`src/rtl/coproc_pkg.sv`:
```
// Shared coprocessor definitions: write-back FSM states, i_Config field positions, PU count.
package coproc_pkg;

    localparam int NUM_PU       = 4;
    localparam int CFG_FIELD_W  = 8;
    localparam int CFG_ROWS_LSB = 24;
    localparam int CFG_COLS_LSB = 0;

    typedef enum logic [1:0] {
        ST_IDLE = 2'd0,
        ST_RUN  = 2'd1,
        ST_DONE = 2'd2
    } wb_state_t;

    function automatic logic [CFG_FIELD_W-1:0] cfg_field(input logic [31:0] cfg, input int lsb);
        return cfg[lsb +: CFG_FIELD_W];
    endfunction

endpackage

```
`src/rtl/rr_arbiter_4.sv`:
```
// Four-way round-robin arbiter: pointer register plus one-hot grant search starting after the last winner.
module rr_arbiter_4
    import coproc_pkg::*;
(
    input  logic              i_Clock,
    input  logic              i_Reset,
    input  logic [NUM_PU-1:0] i_Request,
    input  logic              i_Enable,
    output logic [NUM_PU-1:0] o_Grant
);

    logic [1:0] r_ptr;
    logic [1:0] w_grant_idx;
    logic       w_found;

    // Offset NUM_PU wraps to the pointer itself, so the last winner is searched last.
    always_comb begin
        w_found     = 1'b0;
        w_grant_idx = r_ptr;
        for (int off = 1; off <= NUM_PU; off++) begin
            if (!w_found && i_Request[2'(r_ptr + 2'(off))]) begin
                w_found     = 1'b1;
                w_grant_idx = 2'(r_ptr + 2'(off));
            end
        end
    end

    always_comb begin
        o_Grant = '0;
        if (i_Enable && w_found) begin
            o_Grant[w_grant_idx] = 1'b1;
        end
    end

    always_ff @(posedge i_Clock or negedge i_Reset) begin
        if (!i_Reset) begin
            r_ptr <= 2'(NUM_PU - 1);
        end else if (i_Enable && w_found) begin
            r_ptr <= w_grant_idx;
        end
    end

endmodule

```
`src/rtl/result_writeback_arbiter.sv`:
```
// Shares the result-memory write port among the PUs, forms row*C+col addresses and signals completion.
// Optional RESULT_BOUNDS_CHECK_EN: drop out-of-range results and raise a sticky o_Error.
module result_writeback_arbiter #(
    parameter int                NUM_PU    = 4,
    parameter int                DATA_W    = 32,
    parameter int                ADDR_W    = 16,
    parameter logic [ADDR_W-1:0] BASE_ADDR = '0
) (
    input  logic                     i_Clock,
    input  logic                     i_Reset,
    input  logic [31:0]              i_Config,
    input  logic                     i_Start,
    input  logic [NUM_PU-1:0]        i_Result_Valid,
    input  logic [NUM_PU*DATA_W-1:0] i_Result_Data,
    input  logic [NUM_PU*8-1:0]      i_Result_Row,
    input  logic [NUM_PU*8-1:0]      i_Result_Col,
    output logic [NUM_PU-1:0]        o_Grant,
    output logic                     o_Mem_Write_Enable,
    output logic [ADDR_W-1:0]        o_Mem_Address,
    output logic [DATA_W-1:0]        o_Mem_Data,
    input  logic                     i_Mem_Ready,
    output logic                     o_Busy,
    output logic                     o_Done,
    output logic                     o_Error
);
    import coproc_pkg::*;

    wb_state_t         r_state;
    logic [7:0]        r_rows;
    logic [7:0]        r_cols;
    logic [15:0]       r_count;
    logic              r_wen;
    logic [ADDR_W-1:0] r_addr;
    logic [DATA_W-1:0] r_data;
    logic              r_busy;
    logic              r_done;

    logic [7:0]        w_pu_row  [NUM_PU];
    logic [7:0]        w_pu_col  [NUM_PU];
    logic [DATA_W-1:0] w_pu_data [NUM_PU];
    logic [NUM_PU-1:0] w_grant;
    logic [7:0]        w_sel_row;
    logic [7:0]        w_sel_col;
    logic [DATA_W-1:0] w_sel_data;
    logic [7:0]        w_cfg_rows;
    logic [7:0]        w_cfg_cols;
    logic [15:0]       w_total;
    logic [15:0]       w_prod;
    logic [ADDR_W-1:0] w_addr;
    logic              w_accept;
    logic              w_last;
    logic              w_arb_en;
    logic              w_in_bounds;
    logic              w_load;
    logic              w_unused_cfg;

    for (genvar gi = 0; gi < NUM_PU; gi++) begin : g_pu
        assign w_pu_row[gi]  = i_Result_Row[gi*8 +: 8];
        assign w_pu_col[gi]  = i_Result_Col[gi*8 +: 8];
        assign w_pu_data[gi] = i_Result_Data[gi*DATA_W +: DATA_W];
    end

    assign w_cfg_rows   = cfg_field(i_Config, CFG_ROWS_LSB);
    assign w_cfg_cols   = cfg_field(i_Config, CFG_COLS_LSB);
    assign w_unused_cfg = ^i_Config[23:8];

    // The output register is emptied every cycle the memory is ready, so i_Mem_Ready alone gates loading.
    assign w_accept = r_wen && i_Mem_Ready;
    assign w_total  = {8'd0, r_rows} * {8'd0, r_cols};
    assign w_last   = (r_state == ST_RUN) && w_accept && ((r_count + 16'd1) == w_total);
    assign w_arb_en = (r_state == ST_RUN) && i_Mem_Ready && !w_last;

    rr_arbiter_4 u_arb (
        .i_Clock   (i_Clock),
        .i_Reset   (i_Reset),
        .i_Request (i_Result_Valid),
        .i_Enable  (w_arb_en),
        .o_Grant   (w_grant)
    );

    always_comb begin
        w_sel_row  = '0;
        w_sel_col  = '0;
        w_sel_data = '0;
        for (int k = 0; k < NUM_PU; k++) begin
            if (w_grant[k]) begin
                w_sel_row  = w_pu_row[k];
                w_sel_col  = w_pu_col[k];
                w_sel_data = w_pu_data[k];
            end
        end
    end

    assign w_prod = {8'd0, w_sel_row} * {8'd0, r_cols};
    assign w_addr = BASE_ADDR + ADDR_W'(w_prod) + ADDR_W'(w_sel_col);

`ifdef RESULT_BOUNDS_CHECK_EN
    logic r_error;

    assign w_in_bounds = (w_sel_row < r_rows) && (w_sel_col < r_cols);

    always_ff @(posedge i_Clock or negedge i_Reset) begin
        if (!i_Reset) begin
            r_error <= 1'b0;
        end else if (r_state == ST_IDLE && i_Start) begin
            r_error <= 1'b0;
        end else if ((|w_grant) && !w_in_bounds) begin
            r_error <= 1'b1;
        end
    end

    assign o_Error = r_error;
`else
    assign w_in_bounds = 1'b1;
    assign o_Error     = 1'b0;
`endif

    assign w_load = (|w_grant) && w_in_bounds;

    always_ff @(posedge i_Clock or negedge i_Reset) begin
        if (!i_Reset) begin
            r_state <= ST_IDLE;
            r_rows  <= '0;
            r_cols  <= '0;
            r_count <= '0;
            r_wen   <= 1'b0;
            r_addr  <= '0;
            r_data  <= '0;
            r_busy  <= 1'b0;
            r_done  <= 1'b0;
        end else begin
            case (r_state)
                ST_IDLE: begin
                    if (i_Start) begin
                        r_rows  <= w_cfg_rows;
                        r_cols  <= w_cfg_cols;
                        r_count <= '0;
                        if (w_cfg_rows == 8'd0 || w_cfg_cols == 8'd0) begin
                            r_state <= ST_DONE;
                        end else begin
                            r_state <= ST_RUN;
                            r_busy  <= 1'b1;
                        end
                    end
                end
                ST_RUN: begin
                    if (w_accept) begin
                        r_count <= r_count + 16'd1;
                    end
                    if (w_last) begin
                        r_state <= ST_DONE;
                        r_busy  <= 1'b0;
                        r_done  <= 1'b1;
                    end
                end
                ST_DONE: begin
                    // Entered with r_done low only for empty matrices, which spend one extra cycle here.
                    r_done <= !r_done;
                    if (r_done) begin
                        r_state <= ST_IDLE;
                    end
                end
                default: r_state <= ST_IDLE;
            endcase

            if (w_load) begin
                r_wen  <= 1'b1;
                r_addr <= w_addr;
                r_data <= w_sel_data;
            end else if (w_accept) begin
                r_wen <= 1'b0;
            end
        end
    end

    assign o_Grant            = w_grant;
    assign o_Mem_Write_Enable = r_wen;
    assign o_Mem_Address      = r_addr;
    assign o_Mem_Data         = r_data;
    assign o_Busy             = r_busy;
    assign o_Done             = r_done;

endmodule

```
`config.mk`:
```
export PLATFORM = sky130hd
export DESIGN_NAME = result_writeback_arbiter
export DESIGN_NICKNAME = d
export VERILOG_FILES = /design/src/rtl/coproc_pkg.sv /design/src/rtl/rr_arbiter_4.sv /design/src/rtl/result_writeback_arbiter.sv
export SDC_FILE = /design/constraint.sdc
export NUM_CORES = 1
export LEC_CHECK = 0
export BUFFER_PORTS_ARGS = -buffer_cell sky130_fd_sc_hd__clkbuf_2
export CORE_ASPECT_RATIO = 1.75
export CORE_MARGIN = 10
export CORE_UTILIZATION = 25
export CTS_BUF_LIST = sky130_fd_sc_hd__clkbuf_8
export CTS_CLUSTER_SIZE = 8
export DETAILED_ROUTE_END_ITERATION = 10
export PLACE_DENSITY = 0.55
export REMOVE_ABC_BUFFERS = 1
export SYNTH_ARGS = -nofsm -noshare
export SYNTH_HDL_FRONTEND = slang
export SYNTH_HIERARCHICAL = 1
export SYNTH_SLANG_ARGS = --single-unit
```
`constraint.sdc`:
```
create_clock -name i_Clock -period 15.91 [get_ports i_Clock]
set_clock_uncertainty 0.05 [all_clocks]
set_input_delay 0.7955 -clock i_Clock [delete_from_list [all_inputs] [get_ports i_Clock]]
set_output_delay 0.7955 -clock i_Clock [all_outputs]
set_load 0.01 [all_outputs]
```
==> results.cfg, run 1 <==
[outcome]
run_status = finished clean

[setup_path]
crit_fanout = 42
startpoint_type = register
cp_slowest_cell = sky130_fd_sc_hd__a21oi_1
timing.critical_path.to_type = register
critical_path_class = register to register
timing.critical_path.required_ns = 16.19
max_stage_delay_ns = 0.95
worst_ep_arrival_time_ns = 12.53
timing.critical_path.mode_cell = sky130_fd_sc_hd__fa_1

[synthesis]
synthesis.area_um2 = 9170
yosysWarningCount = 6
synth_sequential_area_ratio = 0.238
synth.most_common_cell = sky130_fd_sc_hd__nand2_1
synth_top_cells_by_area = sky130_fd_sc_hd__dfrtp_1 (23%), sky130_fd_sc_hd__fa_1 (17%), sky130_fd_sc_hd__ha_1 (10%)
synth.cells.most_frequent = sky130_fd_sc_hd__nand2_1 (145), sky130_fd_sc_hd__inv_1 (109), sky130_fd_sc_hd__dfrtp_1 (85)
synth_area_leader = sky130_fd_sc_hd__dfrtp_1
synthCells = 1047
yosysTopAreaCellShare = 0.232
netlist-cell-type-count = 63
syn-mean-instance-area_um2 = 8.76
synth_edf_count = 0
asyncSetResetFlopFracSynth = 1.00
synth.ff_latch_count = 87
synthFlopType = sky130_fd_sc_hd__dfrtp_1

[sta]
max_slew.worst_pin.slew_ns = 1.23
timing.fmax_mhz = 81.6
finalSetupViolCount = 0
hold_viol_final = 0
final_min_period_over_clock_period = 0.770
timing_max_transition_violations_final = 0
grt_setup_unrepaired = no
setup_tns_ns = 0
final_period_minus_worst_setup_slack_ns = 12.25
slew_headroom = 0.183

[grt]
vias_in_the_first_global_route = 9083
first_pass_grt_wire_length_um = 50400
grt_start_max_net_pins = 61
groute.usage.overall = 0.143
grt_antenna_before_repair = 2
grt_overflow = 0

[cells_and_area]
post_route_cells_drive_above_1_share = 0.260
syn_to_final_growth_pct = 22.0
n_antenna_cell = 0
fin_nets = 1672

[cts]
cts_setup_buffers = 0
clock-sinks = 87
cts-buffers-inserted = 9
clockRootBuffer = sky130_fd_sc_hd__clkbuf_8
cts-root-to-sink-buffers = 2
cts_tree = yes
ctsHtreeMaxLevel = 3
cts-resized-gates = 0
cts.reportedPaths.clkPinSlew_ns = 0.10
post_cts_hold_buffer_count = 0
clkLatencyLatePin_ns = 0.40

[placement]
place.detailed.hpwl_um = 27000
numPortBuffers = 270
globalplace.congestion = 0.921

[floorplanning]
design.die.area_um2 = 45000
floorplan.core_area_um2 = 36100
ios = 288
die_width_um = 165
floorplan.die.height_um = 273
floorplan.initialDensity = 0.254
row_count = 92

[detailed_routing]
drt_iter0_drc = 451
route.antenna.remaining_nets = 0
drt_wl_total_um = 32600
drt_first_pass_iters = 5
route.detailed.drc = 0
wl_per_cell_um = 18.5
num_vias = 8577
avgViaCountPerCell = 4.87

[worst_hold_path]
worst_hold_path_class = input port to asynchronous set/reset pin

[run]
cap_viol_max_count = 0
## state kept, by name, summed over array words and instances (netlist names)
register and flops:
o_Mem_Data 32, o_Mem_Address 16, r_count 16, r_cols 8
r_rows 8, r_state 2, u_arb/r_ptr 2, o_Busy 1
o_Done 1, o_Mem_Write_Enable 1
## critical path, delay by kind of cell, from the launching register on
kind	cells	cell delay, ns
AOI/OAI and AO/OA	13	3.74
and+or+nand+nor	8	1.68
adders and majority gates	10	4.82
DFF	1	0.73
buffers and inverters	6	1.08
## metal layers
layer | track usage | vias to the layer above | part of all wire
li1 | - | 4060 | -
met1 | 0.160 | 4247 | 0.39
met2 | 0.262 | 235 | 0.53
met5 | 0 | - | 0
met3 | 0.0315 | 35 | 0.060
met4 | 0.0421 | 0 | 0.020
## area by class of cell
cell class	instances	area, µm²
fill	3866	25000
multi-input combinational	799	6410
sequential	87	2180
timing repair buffer	281	1440
tap	470	588
inverter	109	409
clock buffer	9	124
clock inverter	7	50.0
## layout by cell type, fill, tap and decap left out, types with 3 or more instances in the layout
cell / synthesis / routed
sky130_fd_sc_hd__o21a_1: 5 / 5
sky130_fd_sc_hd__dfrtp_1: 85 / 85
sky130_fd_sc_hd__nand3b_1: 3 / 3
sky130_fd_sc_hd__xor2_1: 21 / 21
sky130_fd_sc_hd__nor2b_1: 7 / 6
sky130_fd_sc_hd__and3_1: 3 / 3
sky130_fd_sc_hd__nand3_1: 11 / 11
sky130_fd_sc_hd__or3_1: 4 / 4
sky130_fd_sc_hd__fa_1: 80 / 80
sky130_fd_sc_hd__inv_1: 109 / 111
sky130_fd_sc_hd__ha_1: 73 / 73
sky130_fd_sc_hd__nand2_1: 145 / 145
sky130_fd_sc_hd__clkbuf_2: 2 / 269
sky130_fd_sc_hd__a221oi_1: 39 / 39
sky130_fd_sc_hd__and2_1: 56 / 56
sky130_fd_sc_hd__a21o_1: 8 / 8
sky130_fd_sc_hd__nor3_1: 16 / 15
sky130_fd_sc_hd__nand2b_1: 3 / 3
sky130_fd_sc_hd__o21bai_1: 3 / 3
sky130_fd_sc_hd__a21oi_1: 35 / 35
sky130_fd_sc_hd__o31ai_1: 7 / 7
sky130_fd_sc_hd__a22oi_1: 7 / 7
sky130_fd_sc_hd__nand4_1: 3 / 3
sky130_fd_sc_hd__clkbuf_8: 0 / 9
sky130_fd_sc_hd__o22ai_1: 40 / 40
sky130_fd_sc_hd__mux2_2: 21 / 21
sky130_fd_sc_hd__nor2_1: 59 / 58
sky130_fd_sc_hd__buf_4: 1 / 12
sky130_fd_sc_hd__nor4_1: 7 / 7
sky130_fd_sc_hd__xnor2_1: 26 / 26
sky130_fd_sc_hd__a211oi_1: 6 / 6
sky130_fd_sc_hd__o21ai_0: 77 / 77
## final timing paths
check                               start           endpoint  slack (ns)  cells past startpoint
max in group asynchronous         i_Reset  o_Mem_Address[13]       14.40                      2
max                             r_cols[7]  o_Mem_Address[15]        3.66                     37
min reg2reg                o_Mem_Data[11]     o_Mem_Data[11]        0.44                      2
min                               i_Reset          r_cols[1]        0.33                      1
min in group i_Clock       o_Mem_Data[11]     o_Mem_Data[11]        0.44                      2
max reg2reg                     r_cols[7]  o_Mem_Address[15]        3.66                     37
## cell families (layout without fill, tap and decap cells)
group,after synthesis,in the layout,share of synthesized area
AOI/OAI and AO/OA,244,244,0.175
xor gates and xnor gates,48,48,0.0473
adders and majority gates,153,153,0.274
buffers and inverters,161,406,0.0666
DFF,87,87,0.238
muxes,21,21,0.0258
other,1,1,0.000409
and+or+nand+nor,332,332,0.173
## per-stage QoR
| step | hold WS, ns | instance area [µm²] | setup slack (ns) | std cells | util |
|---|---|---|---|---|---|
| floorplan | 0.442 | 8970 | 3.83 | 995 | - |
| global placement | 0.419 | 11000 | 3.71 | 1746 | 0.305 |
| detailed placement | 0.421 | 11000 | 3.62 | 1746 | 0.305 |
| CTS | 0.328 | 11200 | 3.55 | 1762 | 0.310 |
| global route | 0.352 | 11200 | 3.06 | 1762 | 0.310 |
| finish | 0.332 | 11200 | 3.66 | 1762 | 0.310 |
Power of run 1 is left out: the tool's default activity adds up to more than one toggle a clock period on the data nets, which glitch-free logic cannot reach.
==> run 2, diff against run 1 <==
- clock period: 15.91 -> 12.5 ns (I/O delays scaled with it)
==> results.cfg, run 2 (synthesized netlist as in run 1, its figures left out) <==
[outcome]
run_status = finished clean

[placement]
dpl-instance-area_um2 = 11100
place.detailed.hpwl_um = 27600
numPortBuffers = 270
globalplace.congestion = 0.893

[cells_and_area]
layout.cells.most_common = sky130_fd_sc_hd__clkbuf_2
final_cell_area_um2 = 11300
multi_input_comb_area_um2 = 6410
fillCellCount = 3892
syn_to_final_growth_pct = 23.4
post_route_cells_drive_above_1_share = 0.268
final_core_density = 0.313
largest_reg_flops = 32
fin_nets = 1682
n_antenna_cell = 0
seq_area_um2 = 2180
most-common-layout-cells = sky130_fd_sc_hd__clkbuf_2 (269), sky130_fd_sc_hd__nand2_1 (145), sky130_fd_sc_hd__inv_1 (109), sky130_fd_sc_hd__dfrtp_1 (85), sky130_fd_sc_hd__fa_1 (80)

[sta]
finalSetupViolCount = 0
slew_headroom = 0.389
max_slew.worst_pin.slew_ns = 0.908
hold-worst-slack_ns = 0.185
final_min_period_over_clock_period = 0.921
timing.fmax_mhz = 86.8
timing_max_transition_violations_final = 0
final_period_minus_worst_setup_slack_ns = 11.52
hold_viol_final = 0

[grt]
grt_overflow = 0
vias_in_the_first_global_route = 9164
first_pass_grt_wire_length_um = 51200
grt_start_max_net_pins = 60
grt_antenna_before_repair = 0
groute.usage.overall = 0.146

[detailed_routing]
avgViaCountPerCell = 4.86
drt_iter0_drc = 583
drt_first_pass_iters = 5
route.antenna.remaining_nets = 0
wl_per_cell_um = 18.8
drt_wl_total_um = 33300
num_vias = 8616
route.detailed.drc = 0

[cts]
cts-root-to-sink-buffers = 2
clockRootBuffer = sky130_fd_sc_hd__clkbuf_8
clock-sinks = 87
post_cts_hold_buffer_count = 0
ctsHtreeMaxLevel = 3
cts-buffers-inserted = 9
clkLatencyLatePin_ns = 0.39
cts_tree = yes
cts.reportedPaths.clkPinSlew_ns = 0.11

[setup_path]
critical_path_class = register to register
timing.critical_path.mode_cell = sky130_fd_sc_hd__fa_1
cp_slowest_cell = sky130_fd_sc_hd__dfrtp_1
crit_fanout = 20
startpoint_type = register
timing.critical_path.to_type = register
max_stage_delay_ns = 0.75
worst_ep_arrival_time_ns = 11.80
timing.critical_path.required_ns = 12.78

[floorplanning]
floorplan.core_area_um2 = 36100
floorplan.die.height_um = 273
row_count = 92
floorplan.initialDensity = 0.254
die_width_um = 165
design.die.area_um2 = 45000
ios = 288

[worst_hold_path]
worst_hold_path_class = input port to asynchronous set/reset pin

[run]
cap_viol_max_count = 0
[run 2: cell count changes in the layout (fill, tap and decap cells not counted), sizes merged]
cell	before	now
bufinv	0	1
clkinv	3	1
buf	12	22
inv	113	114
[run 2: timing repair]
action                                  4_1_cts  5_1_grt
gates resized for setup                       0        1
setup buffers                                 0        0
endpoints found under the setup margin        0        1
[run 2: layout make-up]
class	instances	share of cell area
repair buffers	291	0.134
inverters	109	0.0361
clock buffers	9	0.0109
multi-input cells	799	0.566
clock inverters	7	0.00862
well taps	470	0.0520
flip-flops and latches	87	0.193
[run 2: routing by layer]
metal  part of all wire  wire [µm]  track usage
met5                  0          0            0
met4              0.028        949       0.0491
met3              0.062       2060       0.0245
met2               0.52      17500        0.262
met1               0.39      12900        0.168
[run 2: worst max-delay path: cells and delay by family, from the launching register on]
family,cells,cell delay [ns]
AO/OA/AOI/OAI,13,2.88
adder cells (fa/ha/maj),10,4.51
AND/OR/NAND/NOR,9,2.13
flip-flops,1,0.75
buffers and inverters,8,1.11
[run 2: final timing paths]
| check | start | to | slack, ns | cells past startpoint |
|---|---|---|---|---|
| min in group i_Clock | i_Mem_Ready | o_Mem_Write_Enable | 0.39 | 2 |
| hold / removal | i_Reset | r_cols[2] | 0.19 | 1 |
| setup / recovery | r_cols[4] | o_Mem_Address[15] | 0.98 | 40 |
| setup reg to reg | r_cols[4] | o_Mem_Address[15] | 0.98 | 40 |
| hold reg to reg | o_Mem_Address[8] | o_Mem_Address[8] | 0.44 | 2 |
| max in group asynchronous | i_Reset | o_Mem_Address[4] | 11.14 | 2 |
[run 2: through the flow]
step / setup slack [ns] / setup TNS (ns) / cells
6_report: 0.981 / 0 / 1772
5_1_grt: -0.0146 / -0.0146 / 1772
4_1_cts: 0.840 / 0 / 1772
3_5_place_dp: 0.886 / 0 / 1756
3_3_place_gp: 0.944 / 0 / 1756
2_1_floorplan: 0.422 / 0 / 995
Power of run 2 is left out for the same reason.
==> run 3, diff against run 2 <==
- CTS_BUF_LIST: sky130_fd_sc_hd__clkbuf_8 -> sky130_fd_sc_hd__clkbuf_4
==> results.cfg, run 3 (synthesized netlist as in run 1, its figures left out) <==
[outcome]
run_status = finished clean

[detailed_routing]
avgViaCountPerCell = 4.85
drt_iter0_drc = 598
wl_per_cell_um = 18.8
route.antenna.remaining_nets = 0
num_vias = 8594
drt_wl_total_um = 33300
route.detailed.drc = 0
drt_first_pass_iters = 4

[floorplanning]
ios = 288
die_width_um = 165
floorplan.initialDensity = 0.254
design.die.area_um2 = 45000
row_count = 92
floorplan.core_area_um2 = 36100
floorplan.die.height_um = 273

[sta]
final_min_period_over_clock_period = 0.922
final_period_minus_worst_setup_slack_ns = 11.53
max_slew.worst_pin.slew_ns = 0.900
slew_headroom = 0.395
timing_max_transition_violations_final = 0
hold-worst-slack_ns = 0.0511
finalSetupViolCount = 0
timing.fmax_mhz = 86.8
hold_viol_final = 0

[grt]
grt_antenna_before_repair = 1
groute.usage.overall = 0.146
first_pass_grt_wire_length_um = 51200
grt_start_max_net_pins = 60
vias_in_the_first_global_route = 9129
grt_overflow = 0

[cells_and_area]
post_route_cells_drive_above_1_share = 0.269
seq_area_um2 = 2180
syn_to_final_growth_pct = 22.8
largest_reg_flops = 32
final_core_density = 0.312
most-common-layout-cells = sky130_fd_sc_hd__clkbuf_2 (269), sky130_fd_sc_hd__nand2_1 (145), sky130_fd_sc_hd__inv_1 (109), sky130_fd_sc_hd__dfrtp_1 (84), sky130_fd_sc_hd__fa_1 (80)
layout.cells.most_common = sky130_fd_sc_hd__clkbuf_2
multi_input_comb_area_um2 = 6410
fin_nets = 1682
fillCellCount = 3895

[cts]
cts_tree = yes
clock-sinks = 87
clkLatencyLatePin_ns = 0.50
cts.reportedPaths.clkPinSlew_ns = 0.18
cts-buffers-inserted = 9
cts_setup_buffers = 0
clockRootBuffer = sky130_fd_sc_hd__clkbuf_4
ctsHtreeMaxLevel = 3
cts-root-to-sink-buffers = 2

[setup_path]
timing.critical_path.required_ns = 12.90
timing.critical_path.mode_cell = sky130_fd_sc_hd__fa_1
critical_path_buf_inv_count = 6
crit_fanout = 20
startpoint_type = register
cp_slowest_cell = sky130_fd_sc_hd__dfrtp_1
critical_path_class = register to register
reg2reg_setup_slack_ns = 0.97
timing.critical_path.to_type = register
max_stage_delay_ns = 0.81
crit_family = adder cells
worstReg2RegEnd = o_Mem_Address[15]
r2r.worst_path.cells = 37
worst_ep_arrival_time_ns = 11.92
r2r_start = r_cols[3]

[worst_hold_path]
worst_hold_path_class = input port to asynchronous set/reset pin

[placement]
place.detailed.hpwl_um = 27600
numPortBuffers = 270
globalplace.congestion = 0.893

[run]
cap_viol_max_count = 0
-- run 3: final cells by class --
type	instances	share of cell area
sequential	87	0.194
clock inverter	7	0.00866
tap	470	0.0522
multi-input combinational	799	0.569
inverter	109	0.0363
antenna	1	0.000222
clock buffer	9	0.00600
timing repair buffer	291	0.134
-- run 3: repair_timing --
item,4_1_cts,5_1_grt
hold buffers,0,0
resized for setup,0,2
setup endpoints to repair,0,1
-- run 3: metal layers --
layer | vias to the layer above | GRT usage | wire [µm]
li1 | 4083 | - | -
met1 | 4202 | 0.169 | 12800
met2 | 269 | 0.265 | 17700
met3 | 40 | 0.0253 | 2090
met4 | 0 | 0.0423 | 720
met5 | - | 0 | 0
-- run 3: worst max-delay path by stage --
stage                    from           endpoint  slack (ns)  depth (start not counted)
finish              r_cols[3]  o_Mem_Address[15]        0.97                         37
global route        r_cols[2]  o_Mem_Address[15]       -0.02                         42
CTS                 r_cols[4]  o_Mem_Address[15]        0.83                         39
detailed placement  r_cols[4]  o_Mem_Address[15]        0.89                         39
global placement    r_cols[3]  o_Mem_Address[15]        0.94                         36
floorplan           r_cols[7]  o_Mem_Address[14]        0.42                         35
-- run 3: metrics by stage --
step | area [µm²] | setup TNS (ns) | worst slack [ns] | std cells
6_report | 11300 | 0 | 0.975 | 1773
5_1_grt | 11300 | -0.0159 | -0.0159 | 1773
3_5_place_dp | 11100 | 0 | 0.886 | 1756
4_1_cts | 11300 | 0 | 0.828 | 1772
3_3_place_gp | 11100 | 0 | 0.944 | 1756
2_1_floorplan | 8970 | 0 | 0.422 | 995
Power of run 3 is left out for the same reason.
